==> src/rtl/branch_resolve_unit.sv <==
// branch_resolve_unit
//   Resolution side of a 2-bit branch predictor. In-flight predictions are held
//   in order; when the actual outcome of the oldest branch arrives it is compared
//   with that prediction and a registered update pulse goes back to the predictor.
//   A wrong prediction raises mispredict/flush and discards every queued
//   prediction, since all of them are younger than the branch that missed.
//
// Parameters
//   DEPTH  outstanding predictions held (power of two, >= 2)
//   CNT_W  width of the statistics counters
//
// Optional build macro
//   STATS_EN  when defined, builds saturating branch_cnt / mispredict_cnt;
//             otherwise both outputs are tied to 0.
//
// Ports
//   clk, reset          clock; synchronous active-high reset
//   pred_valid/taken    new prediction from the predictor
//   pred_ready          queue can take a prediction (registered count only)
//   res_valid/taken     actual outcome of the oldest outstanding branch
//   upd_valid/taken     one-cycle outcome update toward the predictor
//   mispredict, flush   one-cycle pulses alongside upd_valid on a wrong guess
//   underflow           sticky: an outcome arrived with nothing queued
//   occupancy           current queue fill level
//   branch_cnt          resolved branches (STATS_EN)
//   mispredict_cnt      mispredicted branches (STATS_EN)
module branch_resolve_unit #(
    parameter int DEPTH = 4,
    parameter int CNT_W = 16
) (
    input  logic                     clk,
    input  logic                     reset,
    input  logic                     pred_valid,
    input  logic                     pred_taken,
    output logic                     pred_ready,
    input  logic                     res_valid,
    input  logic                     res_taken,
    output logic                     upd_valid,
    output logic                     upd_taken,
    output logic                     mispredict,
    output logic                     flush,
    output logic                     underflow,
    output logic [$clog2(DEPTH):0]   occupancy,
    output logic [CNT_W-1:0]         branch_cnt,
    output logic [CNT_W-1:0]         mispredict_cnt
);
    localparam int AW = $clog2(DEPTH);
    localparam logic [AW:0] FULL = (AW+1)'(DEPTH);

    logic [DEPTH-1:0] mem;
    logic [AW-1:0]    wr_ptr, rd_ptr;
    logic [AW:0]      count;

    logic push, resolve, miss, head;

    // Ready looks only at the registered count: a pop in the same cycle does
    // not open a slot for a push.
    assign pred_ready = (count != FULL) && !reset;
    assign push       = pred_valid && pred_ready;
    assign resolve    = res_valid && (count != '0);
    assign head       = mem[rd_ptr];
    assign miss       = resolve && (head != res_taken);
    assign occupancy  = count;

    // Storage needs no reset: entries are only read when count says they are live.
    always_ff @(posedge clk) begin
        if (push)
            mem[wr_ptr] <= pred_taken;
    end

    always_ff @(posedge clk) begin
        if (reset) begin
            wr_ptr     <= '0;
            rd_ptr     <= '0;
            count      <= '0;
            upd_valid  <= 1'b0;
            upd_taken  <= 1'b0;
            mispredict <= 1'b0;
            flush      <= 1'b0;
            underflow  <= 1'b0;
        end else begin
            upd_valid  <= resolve;
            mispredict <= miss;
            flush      <= miss;
            if (resolve)
                upd_taken <= res_taken;
            // A push in the same cycle cannot satisfy a resolve on an empty queue.
            if (res_valid && count == '0)
                underflow <= 1'b1;

            if (miss) begin
                // Everything queued (including a same-cycle push) is younger
                // than the missed branch, so drop it all.
                wr_ptr <= '0;
                rd_ptr <= '0;
                count  <= '0;
            end else begin
                if (push)
                    wr_ptr <= wr_ptr + 1'b1;
                if (resolve)
                    rd_ptr <= rd_ptr + 1'b1;
                case ({push, resolve})
                    2'b10:   count <= count + 1'b1;
                    2'b01:   count <= count - 1'b1;
                    default: count <= count;
                endcase
            end
        end
    end

`ifdef STATS_EN
    // Saturating counters, updated on the same edge as upd_valid.
    always_ff @(posedge clk) begin
        if (reset) begin
            branch_cnt     <= '0;
            mispredict_cnt <= '0;
        end else begin
            if (resolve && branch_cnt != '1)
                branch_cnt <= branch_cnt + 1'b1;
            if (miss && mispredict_cnt != '1)
                mispredict_cnt <= mispredict_cnt + 1'b1;
        end
    end
`else
    assign branch_cnt     = '0;
    assign mispredict_cnt = '0;
`endif

endmodule

==> config.mk <==
export PLATFORM = sky130hd
export DESIGN_NAME = branch_resolve_unit
export DESIGN_NICKNAME = d
export VERILOG_FILES = /design/src/rtl/branch_resolve_unit.sv
export SDC_FILE = /design/constraint.sdc
export NUM_CORES = 1
export LEC_CHECK = 0
export ABC_AREA = 1
export BUFFER_PORTS_ARGS = -buffer_cell sky130_fd_sc_hd__clkbuf_2
export CORE_MARGIN = 3
export CORE_UTILIZATION = 31
export CTS_CLUSTER_SIZE = 8
export DETAILED_ROUTE_END_ITERATION = 16
export SLEW_MARGIN = 15
export SYNTH_ARGS = -nofsm -noshare
export SYNTH_HDL_FRONTEND = slang
export SYNTH_SLANG_ARGS = --single-unit
==> constraint.sdc <==
create_clock -name clk -period 1.8 [get_ports clk]
set_clock_uncertainty 0.15 [all_clocks]
set_input_delay 0 -clock clk [delete_from_list [all_inputs] [get_ports clk]]
set_output_delay 0 -clock clk [all_outputs]
set_load 0.02 [all_outputs]
==> results of run 1 <==
-- stage by stage --
stage	power [W]	utilization, %
floorplan	0.00104	-
global placement	0.00114	35.6
detailed placement	0.00116	35.6
CTS	0.00139	38.3
global route	0.00162	40.8
finish	0.00150	40.8
-- worst max-delay path by stage --
stage,start,endpoint,slack [ns]
finish,occupancy[1],occupancy[2],0.01
global route,occupancy[1],occupancy[2],-0.07
CTS,occupancy[1],occupancy[2],0.001
detailed placement,occupancy[0],occupancy[2],-0.02
global placement,occupancy[0],occupancy[2],0.02
floorplan,occupancy[0],occupancy[2],-0.05
-- critical path, delay by kind of cell, from the launching register on --
kind	cells	cell delay, ns
adders and majority gates	2	0.45
DFF	1	0.38
buffers and inverters	3	0.14
AOI/OAI and AO/OA	2	0.21
and+or+nand+nor	3	0.17
xor gates and xnor gates	1	0.18
-- registers in the layout, summed over array words and instances (netlist names) --
register / count
flush: 1
mem: 4
occupancy: 3
rd_ptr: 2
underflow: 1
upd_taken: 1
upd_valid: 1
wr_ptr: 2
-- per-layer routing --
layer	vias to the layer above	track usage (%)	wire, um
met4	0	1.62	0
met5	-	0	0
li1	371	-	-
met3	0	3.74	114
met1	327	7.49	659
met2	23	15.1	886
-- timing repair --
action,4_1_cts,5_1_grt
hold buffers,5,0
gates resized for setup,0,7
endpoints found under the setup margin,2,2
hold endpoints to repair,12,0
setup buffers,1,6
pin swaps,1,7
-- where the power goes --
part           switching (W)  internal (W)
Clock               0.000110     0.0000826
Combinational       0.000455      0.000348
Sequential         0.0000744      0.000427
Total               0.000639      0.000857
-- logic make-up after synthesis --
kind of cell	synth area share (%)
buffers and inverters	31.5
and+or+nand+nor	18.3
DFF	33.1
AOI/OAI and AO/OA	4.50
adders and majority gates	8.02
xor gates and xnor gates	4.25
other	0.364
-- placed cells by master (no fill, tap or decap), drive strengths merged --
master / netlist / layout
conb: 1 / 32
inv: 18 / 18
clkbuf: 0 / 17
nor2: 14 / 14
buf: 33 / 12
dfxtp: 11 / 11
nand2: 10 / 10
nand3: 7 / 7
dlygate4sd3: 0 / 5
ha: 5 / 5
xor2: 4 / 4
edfxtp: 4 / 4
o21ai: 4 / 4
a21oi: 4 / 4
clkinv: 1 / 2
a31oi: 1 / 1
nand4: 1 / 1
xnor2: 1 / 1
fa: 1 / 1
-- cell type report --
type	count	share of cell area, %
flip-flops and latches	15	27.8
repair buffers	31	16.6
clock buffers	3	1.78
well taps	44	4.35
multi-input cells	84	42.2
inverters	19	6.82
clock inverters	1	0.396
==> results.cfg, run 1 <==
[run_status]
status = complete, no violations

[sta]
whs_ns = 0.0869
fmax_mhz = 560
slew_viol_final = 0
rsz0062_at_grt = true
fin_crit_sh_pct = 99.2
fin_tns_setup_ns = 0
timing.final.ws_setup_ns = 0.0139
fin_crit_ns = 1.79
final_hold_viol_count = 0
finalSetupViolations = 0

[worst_setup_path]
start_kind = register
worstReg2RegStart = occupancy[1]
r2r_setup_slack_ns = 0.01
max_stage_delay_ns = 0.38
arrival_ns = 1.82
regToRegEndpoint = occupancy[2]
crit_required_ns = 1.83
critical_path_class = reg2reg
slowest_stage = dfxtp_4
endpoint_kind = register
reg2regPathDepth = 11
path_cells = inv_6 -> nand3_4 -> nand2_4 -> clkinv_4 -> ha_4 -> inv_2 -> fa_2 -> a21oi_2 -> o21ai_1 -> xor2_1 -> nor2_2
crit_path_max_fanout = 5

[final_layout]
final_area_um2 = 1260
multi_input_area_um2 = 534
antenna-diode-count = 0
syn_to_final_growth_pct = 22.8
final_nets = 166
fillCellCount = 336
seqCellArea_um2 = 352
fin_cells = 197
layout-drive-gt1-share_pct = 39.2

[cts]
clk_path_buf_depth = 2
clk_pin_slew_worst_paths_ns = 0.08
clk_latency_ns = 0.29
htree_levels = 1
clock-sinks = 15
cts_tree = built
cts_made_buffers = 3
root_buffer = clkbuf_4

[power]
p_leak_nw = 0.591
peakVddDrop_mv = 0.432
powerDensity_nw_per_um2 = 1180

[global_route]
grt_pass1_vias = 634
antenna_found_initial = 0
grt_pass1_wl_um = 2570
grt_max_degree = 10
track_usage_pct = 7.88
grt_overflow_total = 0

[min_path]
holdPathStages = 5
holdPathEnd = occupancy[1]
min-delay-start = pred_valid
hp-class = in2reg

[synthesis]
syn_area_um2 = 1030
syn-mean-instance-area_um2 = 8.58
ys_types = 22
synth_most_common_cell = buf_4
yosys_warnings = 0
ys_async_sr_fraction_pct = 0
syn_inst = 120
ys_seq_area_share_pct = 33.0
synth_top_area_share_pct = 24.1
yosys.area.top_type = buf_4
synth-edff-count = 4
synth_common_cells = buf_4, inv_1, dfxtp_1
ys.flop_type = dfxtp_1
synth_area_leaders = buf_4, dfxtp_1, edfxtp_1
synth_seq_cells = 15

[placement]
place_ws_ns = -0.0162
place_congestion = 0.725
dp.cells = 181
hpwl_um = 1330
io_buffers = 14
place_area_um2 = 1100

[route]
drcViolationCount = 0
ant_nets = 0
via_per_inst = 3.66
routedWlPerCell_um = 8.43
drtIter0Drc = 20
drt-pass1-iter-count = 4
drt-total-wl_um = 1660
via_count = 721

[die]
start_util_pct = 33.2
die_area_um2 = 4050
rows = 20
coreArea_um2 = 3100
fp.dieH_um = 63.6
io_pins = 47
die_w_um = 63.6

[flow_run]
maxCapViolCount = 0
Power figures use the tool's default switching activity.
==> run 2, diff against run 1 <==
ABC_CLOCK_PERIOD_IN_PS = 1800   (was default)
CORE_ASPECT_RATIO = 0.9   (was default)
CORE_UTILIZATION = 41   (was 31)
PLACE_DENSITY = 0.74   (was default)
==> run 2 against run 1 <==
The flow now finishes with violations (setup timing). Sequential cell count unchanged. Routed wire length up 5.5%. Combinational power up 1%. Worst setup slack worse by 0.046 ns. Hold slack worse by 0.025 ns. First-iteration DRC count down 70%. Clock-buffer cell count unchanged. Die area down 22%. Register-to-register slack worse by 0.05 ns. Total power up 0.56%. Non-clock buffer count up 1. Maximum frequency down 2.5%. Critical path type unchanged. Largest power group unchanged.
==> results.cfg, run 2 (synthesized netlist as in run 1, its figures left out) <==
[run_status]
status = finished, violations left
violations = setup timing

[cts]
cts_tree = built
clock-sinks = 15
cts_made_buffers = 3
htree_levels = 1
root_buffer = clkbuf_4
clk_path_buf_depth = 2
clk_pin_slew_worst_paths_ns = 0.09
clk_latency_ns = 0.29

[worst_setup_path]
crit_required_ns = 1.84
reg2regPathDepth = 11
crit_path_max_fanout = 5
endpoint_kind = register
start_kind = register
critical_path_class = reg2reg
arrival_ns = 1.88

[route]
via_per_inst = 4.11
routedWlPerCell_um = 9.68
via_count = 744
drt-pass1-iter-count = 4
drcViolationCount = 0
drt-total-wl_um = 1750
drtIter0Drc = 6
ant_nets = 0

[global_route]
track_usage_pct = 11.8
grt_use_met1_pct = 13.4
grt.busiest_layer = met2
grt_pass1_vias = 632
grt_max_degree = 10
grt_overflow_total = 0
use_met3_pct = 5.04
antenna_found_initial = 0
gr-usage-met2_pct = 20.2
grt_pass1_wl_um = 2750

[die]
coreArea_um2 = 2280
rows = 16
die_area_um2 = 3150
io_pins = 47
die_w_um = 58.8
fp.dieH_um = 53.5
start_util_pct = 45.1

[final_layout]
final_cell_mix = conb_1, clkbuf_2, buf_4, inv_1
final_nets = 167
largest_reg_flops = 4
layout-drive-gt1-share_pct = 40.3
final_common_cell = conb_1
antenna-diode-count = 0
fillCellCount = 211
syn_to_final_growth_pct = 20.2
multi_input_area_um2 = 523
seqCellArea_um2 = 352
fin_cells = 181
top_register = mem

[sta]
slew_viol_final = 0
final_hold_viol_count = 0
rsz0062_at_grt = true
timing.final.ws_setup_ns = -0.0321
fmax_mhz = 546
fin_crit_ns = 1.83
fin_crit_sh_pct = 102
finalSetupViolations = 1

[power]
swShare_pct = 42.8
peakVddDrop_mv = 0.975
p_total_w = 0.00150
powerDensity_nw_per_um2 = 1220
seq_power_share_pct = 32.8
p_int_w = 0.000860
p_leak_nw = 0.592
p_clk_share_pct = 13.3
p_switching_w = 0.000644
pwr-share-comb_pct = 53.9

[placement]
hpwl_um = 1280
io_buffers = 14
place_congestion = 0.707
dp.cells = 164

[min_path]
holdPathStages = 5
hp-class = in2reg

[flow_run]
maxCapViolCount = 0
==> run 2: final timing paths <==
check                     from           end  slack (ns)
setup / recovery  occupancy[2]  occupancy[2]       -0.03
hold / removal      pred_valid  occupancy[1]        0.06
setup reg to reg  occupancy[2]  occupancy[2]       -0.03
hold reg to reg   occupancy[2]  occupancy[2]        0.41
==> run 2: critical path: stages, from the launching register on <==
cell and delay (ns):
dfxtp_4 0.39, inv_2 0.04, nand3_2 0.08, nand2_4 0.06
clkinv_4 0.05, ha_4 0.14, inv_4 0.03, fa_2 0.38
a21oi_2 0.14, o21ai_2 0.07, xor2_1 0.16, nor2_2 0.04
==> run 2: what timing repair did <==
action,CTS,global route
setup endpoints to repair,2,2
endpoints found under the hold margin,10,0
buffers inserted,3,5
cloned,0,0
pin swaps,1,2
resized for setup,1,4
hold buffers,5,0
==> run 2: per-stage QoR <==
step	hold WS, ns	area (um^2)	setup TNS [ns]	util, %	worst slack (ns)
floorplan	-0.0809	1190	-0.0575	-	-0.0453
global placement	0.0771	1080	0	47.5	0.0186
detailed placement	0.0798	1080	-0.0393	47.5	-0.0393
CTS	0.0412	1190	-0.0162	52.0	-0.0162
global route	0.0864	1240	-0.199	54.2	-0.144
finish	0.0614	1240	-0.0321	54.2	-0.0321
==> run 2: area by class of cell <==
cell class                      count  area share [%]
Multi-Input combinational cell     84            42.3
Sequential cell                    15            28.4
Timing Repair Buffer               32            17.6
Inverter                           19            6.77
Tap cell                           27            2.73
Clock buffer                        3            1.82
Clock inverter                      1           0.404
==> run 2: power by group through the flow <==
stage / sequential, W / combinational, W / clock (W)
global route: 0.000503 / 0.000885 / 0.000224
CTS: 0.000491 / 0.000721 / 0.000209
global placement: 0.000497 / 0.000640 / 0
detailed placement: 0.000501 / 0.000660 / 0
finish: 0.000494 / 0.000811 / 0.000199
floorplan: 0.000552 / 0.000484 / 0
==> run 2: per-layer routing <==
layer  vias to the layer above  share of wire, %
li1                        370                 -
met2                        35                51
met1                       332                38
met5                         -                 0
met3                         7               8.6
met4                         0               2.8
==> run 3, diff against run 2 <==
BUFFER_PORTS_ARGS = default   (was -buffer_cell sky130_fd_sc_hd__clkbuf_2)
CORE_UTILIZATION = 55   (was 41)
DONT_BUFFER_PORTS = 1   (was default)
PLACE_DENSITY = 0.73   (was 0.74)
==> run 3 against run 2 <==
The run now ends clean. Total power shrank 5.2%. Die area shrank 23%. Routed wire length shrank 6.3%. Sequential share of layout area grew 1.7 points. Via count shrank 9.9%. Sequential power grew 8.1%. Global-route usage grew 1.5 points. Clock-buffer cell count grew 1. Maximum frequency grew 1.9%. Combinational power shrank 13%. Clock power shrank 7%.
==> results.cfg, run 3 (synthesized netlist as in run 1, its figures left out) <==
[run_status]
status = complete, no violations

[sta]
finalSetupViolations = 0
fmax_mhz = 556
fin_crit_sh_pct = 99.9
slew_viol_final = 0
final_hold_viol_count = 0
tightest_slew_ns = 0.535
rsz0062_at_grt = true
slew_headroom_pct = 64.1
fin_crit_ns = 1.80

[die]
io_pins = 47
die_area_um2 = 2430
coreArea_um2 = 1720
start_util_pct = 60.0
die_w_um = 51.6
fp.dieH_um = 47.1
rows = 14

[worst_setup_path]
crit_end = occupancy[2]
regToRegEndpoint = occupancy[2]
start_kind = register
critPathLaunch = occupancy[2]
endpoint_kind = register
critical_path_class = reg2reg
worstReg2RegStart = occupancy[2]
crit_required_ns = 1.83
crit_path_max_fanout = 5
arrival_ns = 1.83
r2r_setup_slack_ns = 0.001
reg2regPathDepth = 11

[global_route]
grt_max_degree = 9
grt_overflow_total = 0
antenna_found_initial = 0
grt_pass1_vias = 547
track_usage_pct = 13.3
grt_pass1_wl_um = 2290

[power]
powerDensity_nw_per_um2 = 1220
p_leak_nw = 0.531
p_total_w = 0.00143
peakVddDrop_mv = 0.812

[placement]
io_buffers = 0
hpwl_um = 1230
place_area_um2 = 1030
dp.cells = 150
place_congestion = 0.707

[route]
drt-pass1-iter-count = 5
via_per_inst = 4.06
ant_nets = 0
via_count = 670
routedWlPerCell_um = 9.95
drtIter0Drc = 12
drcViolationCount = 0
drt-total-wl_um = 1640

[cts]
clock-sinks = 15
root_buffer = clkbuf_4
cts_made_buffers = 3
cts_tree = built
clk_path_buf_depth = 2
htree_levels = 1
clk_pin_slew_worst_paths_ns = 0.08
clk_latency_ns = 0.28

[final_layout]
final_area_um2 = 1170
final_cell_mix = conb_1, inv_1, buf_4
fillCellCount = 147
layout-drive-gt1-share_pct = 31.9
final_common_cell = conb_1
antenna-diode-count = 0
largest_reg_flops = 4
final_nets = 154
top_register = mem
syn_to_final_growth_pct = 13.9
fin_cells = 165

[min_path]
hp-class = in2reg

[flow_run]
maxCapViolCount = 0
-- run 3: cell count changes in the layout (fill, tap and decap cells not counted), sizes merged --
cell / change
buf: -2
dlygate4sd3: +3
clkinv: -1
clkbuf: -13
-- run 3: layout make-up --
cell class,count,area [um^2],area share [%]
Inverter,19,81.3,6.94
Clock buffer,4,26.3,2.24
Sequential cell,15,353,30.1
Multi-Input combinational cell,84,519,44.3
Tap cell,24,30.0,2.56
Timing Repair Buffer,19,163,13.9
-- run 3: critical path, cell delays in order, from the launching register on --
cell and delay [ns]:
dfxtp_4 0.38, inv_2 0.04, nand3_2 0.08, nand2_4 0.06
clkinv_4 0.06, ha_4 0.12, inv_2 0.04, fa_2 0.35
a21oi_2 0.12, o21ai_1 0.08, xor2_1 0.18, nor2_2 0.04
-- run 3: how the worst min path moves through the flow --
stage          startpoint  cells past startpoint  slack, ns         to
3_5_place_dp        reset                      1      -0.08  underflow
3_3_place_gp        reset                      1      -0.08  underflow
2_1_floorplan       reset                      1      -0.08  underflow
6_report       pred_taken                      1       0.27     mem[2]
5_1_grt        pred_taken                      1       0.29     mem[1]
4_1_cts         res_valid                      4      -0.14  upd_taken
-- run 3: per-layer routing --
layer / global-route usage (%) / wire length (um) / vias to the layer above
li1: - / - / 345
met1: 15.4 / 614 / 298
met2: 22.3 / 907 / 27
met3: 6.67 / 120 / 0
met4: 3.14 / 0 / 0
met5: 0 / 0 / -
-- run 3: repair_timing --
item | 4_1_cts | 5_1_grt
hold endpoints to repair | 20 | 3
hold buffers | 8 | 1
setup buffers | 2 | 1
pin swaps | 1 | 2
endpoints found under the setup margin | 2 | 4
resized for setup | 1 | 3
-- run 3: per-stage QoR --
stage / util (%) / hold slack, ns / TNS [ns] / setup slack (ns)
floorplan: - / -0.0809 / -0.0575 / -0.0453
global placement: 60.1 / -0.0795 / 0 / 0.0217
detailed placement: 60.1 / -0.0774 / -0.0389 / -0.0389
CTS: 67.4 / -0.137 / 0 / 0.000457
global route: 68.3 / 0.290 / -0.156 / -0.103
finish: 68.3 / 0.273 / 0 / 0.00134
-- run 3: where the power goes --
part           switching, W  total (W)  leakage [nW]  internal, W
combinational      0.000403   0.000707         0.387     0.000303
clock             0.0000992   0.000185        0.0150    0.0000860
sequential         0.000105   0.000534         0.129     0.000429
